==> config.mk <==
export PLATFORM = sky130hd
export DESIGN_NAME = rv32_fetch_unit
export DESIGN_NICKNAME = d
export VERILOG_FILES = /design/src/rtl/rv32_fetch_unit.sv
export SDC_FILE = /design/constraint.sdc
export NUM_CORES = 1
export LEC_CHECK = 0
export ABC_CLOCK_PERIOD_IN_PS = 7100
export CORE_MARGIN = 1.5
export CORE_UTILIZATION = 30
export CTS_CLUSTER_DIAMETER = 50
export DETAILED_ROUTE_END_ITERATION = 12
export HOLD_SLACK_MARGIN = 0.08
export PLACE_DENSITY = 0.59
export SETUP_SLACK_MARGIN = 0.5
export SYNTH_ARGS = -nofsm -noshare
export SYNTH_HDL_FRONTEND = slang
export SYNTH_SLANG_ARGS = --single-unit
export TNS_END_PERCENT = 100
==> constraint.sdc <==
create_clock -name clk -period 7.1 [get_ports clk]
set_input_delay 2.13 -clock clk [delete_from_list [all_inputs] [get_ports clk]]
set_output_delay 2.13 -clock clk [all_outputs]
set_load 0.005 [all_outputs]
==> src/rtl/rv32_fetch_unit.sv <==
// rv32_fetch_unit: owns the PC, issues credit-limited word-aligned imem requests and
// buffers in-order responses in a DEPTH-entry queue; redirect reloads PC and flushes.
module rv32_fetch_unit #(
    parameter logic [31:0] RESET_PC = 32'h0000_0000,
    parameter int          DEPTH    = 2
) (
    input  logic        clk,
    input  logic        resetn,
    input  logic        redirect_valid,
    input  logic [31:0] redirect_pc,
    output logic        imem_req_valid,
    input  logic        imem_req_ready,
    output logic [31:0] imem_req_addr,
    input  logic        imem_rsp_valid,
    input  logic [31:0] imem_rsp_data,
    output logic        instr_valid,
    input  logic        instr_ready,
    output logic [31:0] instr,
    output logic [31:0] instr_pc
);
    localparam int AW = $clog2(DEPTH);
    localparam logic [AW:0] ONE = {{AW{1'b0}}, 1'b1};
    localparam logic [AW+1:0] DEPTH_W = DEPTH[AW+1:0];

    logic [31:0] pc;
    logic [31:0] q_pc [DEPTH];
    logic [31:0] q_data [DEPTH];
    logic [AW:0] rd_ptr, fill_ptr, alloc_ptr;
    logic [AW:0] inflight, drop, filled;
    logic [AW+1:0] used;
    logic pop, acc, keep;

    // Unfilled slots are exactly the non-dropped in-flight requests, so credit is
    // in-flight requests plus filled slots; a same-cycle pop returns its slot early.
    assign filled = fill_ptr - rd_ptr;
    assign pop = instr_valid && instr_ready;
    assign used = {1'b0, inflight} + {1'b0, filled} - {{(AW+1){1'b0}}, pop};
    assign imem_req_valid = (used < DEPTH_W) && !redirect_valid;
    assign imem_req_addr = pc;
    assign acc = imem_req_valid && imem_req_ready;
    assign keep = imem_rsp_valid && (drop == '0);
    assign instr_valid = rd_ptr != fill_ptr;
    assign instr = q_data[rd_ptr[AW-1:0]];
    assign instr_pc = q_pc[rd_ptr[AW-1:0]];

    always_ff @(posedge clk or negedge resetn) begin
        if (!resetn) begin
            pc <= RESET_PC;
            rd_ptr <= '0;
            fill_ptr <= '0;
            alloc_ptr <= '0;
            inflight <= '0;
            drop <= '0;
        end else if (redirect_valid) begin
            pc <= {redirect_pc[31:2], 2'b00};
            rd_ptr <= '0;
            fill_ptr <= '0;
            alloc_ptr <= '0;
            inflight <= inflight - {{AW{1'b0}}, imem_rsp_valid};
            drop <= inflight - {{AW{1'b0}}, imem_rsp_valid};
        end else begin
            if (acc) begin
                pc <= pc + 32'd4;
                alloc_ptr <= alloc_ptr + ONE;
            end
            if (pop) rd_ptr <= rd_ptr + ONE;
            if (keep) fill_ptr <= fill_ptr + ONE;
            if (imem_rsp_valid && drop != '0) drop <= drop - ONE;
            inflight <= inflight + {{AW{1'b0}}, acc} - {{AW{1'b0}}, imem_rsp_valid};
        end
    end

    always_ff @(posedge clk) begin
        if (acc) q_pc[alloc_ptr[AW-1:0]] <= pc;
        if (keep) q_data[fill_ptr[AW-1:0]] <= imem_rsp_data;
    end
endmodule

==> impl_results.md <==
* Worst Hold End: alloc_ptr[0]
* Total Power at 0.00350 W
* Leak at 3.37 nW
* Synth Register Bits at 163
* Cell Area, Synth at 0.00703 sq mm
* Max Root-Sink Buffers at 2
* Vias in the first global route at 4,671
* Skew-Pair Late Insertion Delay at 0.42 ns
* Crit path arrival time at 4.33 ns
* Hold Buf Count CTS at 0
* Met1 Usage GRT at 17.7%
* Initial antenna violation count at 0
* Post-synth EDFFs at 124
* Via-per-instance ratio at 4.73
* R2R cell count at 15
* Crit path max-delay family: buffers and inverters
* Status: finished clean
* Routed wire length at 16,900 um
* Fin nets at 723
* Hold depth at 1
* Skew final at 0.0106 ns
* Hold/Removal Path Class: reg2reg
* Setup Viol. Count Final at 0
* Worst EP required at 4.97 ns
* Post_cts resized at 2
* Worst R2R Setup Slack at 3.33 ns
* GRT Max-Usage Layer: met2
* Leading cell type in the layout, fill and taps excluded: clkdlybuf4s50_1
* Post-synthesis sequential area ratio at 66.8%
* Antenna fix cells at 0
* GRT Residual Overflow at 0
* Max Clock Freq at 155 MHz
* I/O pin cnt at 168
* Reg2reg end: inflight[1]
* Asr flop ratio synth at 23.9%
* Die Span X at 156 um
* Post-Synthesis Cells at 477
* RSZ-0062 raised after global routing: no
* Syn-to-layout area delta at 36.0%
* VDD IR-drop max at 0.156 mV
* DR vias at 4,584
* Avg Cell Area, Syn at 14.7 sq um
* Clock slew at the register clock pins of the worst setup and hold paths at 0.06 ns
* CP peak stage delay at 0.47 ns
* Hold Fails Final Rpt at 0
* DR pass1 iterations at 4
* R2R Path Start: fill_ptr[0]
* Die footprint at 0.0244 sq mm
* Crit path capture type: primary output
* Hold path startpoint: alloc_ptr[0]
* Slew @ Worst Pin at 1.06 ns
* Minimum clock period at 6.46 ns
* Worst Setup Start Kind: input pin
* Met3 Usage GRT at 2.86%
* Number of remaining DRC errors at 0
* Distinct cells, synth at 58
* MaxCap Viol Count at 0
* WL per Instance at 17.5 um
* CTS tree: done
* Row count at 55
* Setup TNS at 0 ns
* Most frequent cells in the layout: clkdlybuf4s50_1, edfxtp_1, mux2_2
* Root buf cell: clkbuf_16
* Worst path slowest cell: clkdlybuf4s50_1
* Global-route usage over all layers at 14.2%
* CTS H-Tree Depth at 4
* Slew margin rel. at 29.4%
* Pwr per Cell Area at 366 mW/mm^2
* Post-DRT Antenna Nets at 0
* Core area at 0.0228 sq mm
* Slew Limit Fails at 0
* M2 GR Usage at 24.2%
* 1st-iter DRT viols at 366
* CP bufs+invs at 2
* Synth Flop Type: edfxtp_1
* Cts bufs inserted at 17
* Height of the die at 156 um
* CP Class: in2out
* DP Wirelength at 11,400 um
* Setup Fix Bufs, Post-CTS at 0
* Crit Path Max Fanout at 4
* CTS Sinks at 163
* Layout cells sized above 1 at 18.6%
* GPL Wtd Cong at 0.797
* First-pass GRT wire length at 26,300 um
* CP cell instances: clkdlybuf4s50_1 -> a21boi_1 -> ha_1 -> nand2b_1 -> fa_1 -> xnor2_2 -> nor3b_1 -> dlygate4sd2_1
* Largest net degree at the start of global routing at 65
* Number of port buffers at 161
* Post-route clock period utilization at 91.0%
* Syn. warnings at 0
* Initial core utilization at 30.8%
-- state kept, by name, indices dropped and copies added (netlist names) --
signal and count:
alloc_ptr 1, q_data 64, fill_ptr 2, imem_req_addr 30, rd_ptr 2, drop 2
inflight 2, q_pc 60
-- how the worst max path moves through the flow --
stage | startpoint | end | slack, ns | cells past startpoint
4_1_cts | instr_ready | imem_req_valid | 0.61 | 8
3_5_place_dp | instr_ready | imem_req_valid | 0.26 | 8
6_report | instr_ready | imem_req_valid | 0.64 | 8
5_1_grt | instr_ready | imem_req_valid | 0.52 | 8
3_3_place_gp | instr_ready | imem_req_valid | 0.23 | 8
2_1_floorplan | instr_ready | imem_req_valid | 1.28 | 6
-- cells in the mapped netlist, types with 4 or more instances --
cell,n,area (sq um)
edfxtp_1,124,3720
mux2_2,62,698
nand2_1,40,150
dfrtp_1,39,976
o21ai_0,23,115
nor2_1,21,78.8
nand3_1,18,90.1
inv_1,12,45.0
nand4_1,10,62.6
buf_2,9,45.0
ha_1,8,100
xnor2_1,8,70.1
buf_4,6,45.0
o311ai_0,6,52.6
o311ai_1,6,52.6
a21oi_1,5,25.0
and2_1,5,31.3
clkbuf_1,5,18.8
o211ai_1,5,37.5
a21o_1,4,30.0
a31oi_1,4,25.0
-- cell families (layout without fill, tap and decap cells) --
| kind of cell | Yosys count | count (layout) | share of synthesized area, % |
|---|---|---|---|
| compound gates | 67 | 67 | 6.60 |
| xor+xnor | 12 | 12 | 1.60 |
| fa+ha+maj | 9 | 9 | 1.71 |
| buf+inv | 36 | 213 | 2.90 |
| flops | 163 | 163 | 66.8 |
| mux | 65 | 65 | 10.4 |
| other cells | 1 | 4 | 0.0533 |
| simple gates | 124 | 124 | 9.96 |
-- layer usage --
layer  vias to the layer above  part of all wire [%]
met1                      2287                    42
met4                         0                   1.5
li1                       2143                     -
met3                        17                   4.8
met5                         -                     0
met2                       137                    51
-- per-stage QoR --
stage | util [%] | instances | setup slack, ns | instance area (sq um) | hold slack, ns
2_1_floorplan | - | 480 | 1.28 | 7040 | 0.464
3_3_place_gp | 39.2 | 938 | 0.234 | 8960 | 0.504
3_5_place_dp | 39.2 | 938 | 0.257 | 8960 | 0.531
4_1_cts | 41.9 | 970 | 0.613 | 9560 | 0.545
5_1_grt | 41.9 | 970 | 0.516 | 9560 | 0.559
6_report | 41.9 | 970 | 0.640 | 9560 | 0.533
-- where the power goes --
group / total, W / switching [W] / internal [W]
combinational: 0.00117 / 0.000511 / 0.000660
clock: 0.000935 / 0.000396 / 0.000539
sequential: 0.00139 / 0.000150 / 0.00124
-- layout make-up --
cell class | count | area, sq um
repair buffers | 169 | 1660
clock inverters | 14 | 166
flip-flops and latches | 163 | 4700
inverters | 12 | 45.0
fillers | 2123 | 13300
well taps | 313 | 392
multi-input cells | 281 | 2160
clock buffers | 18 | 439
Note: power is estimated with default switching activity, not from simulation.
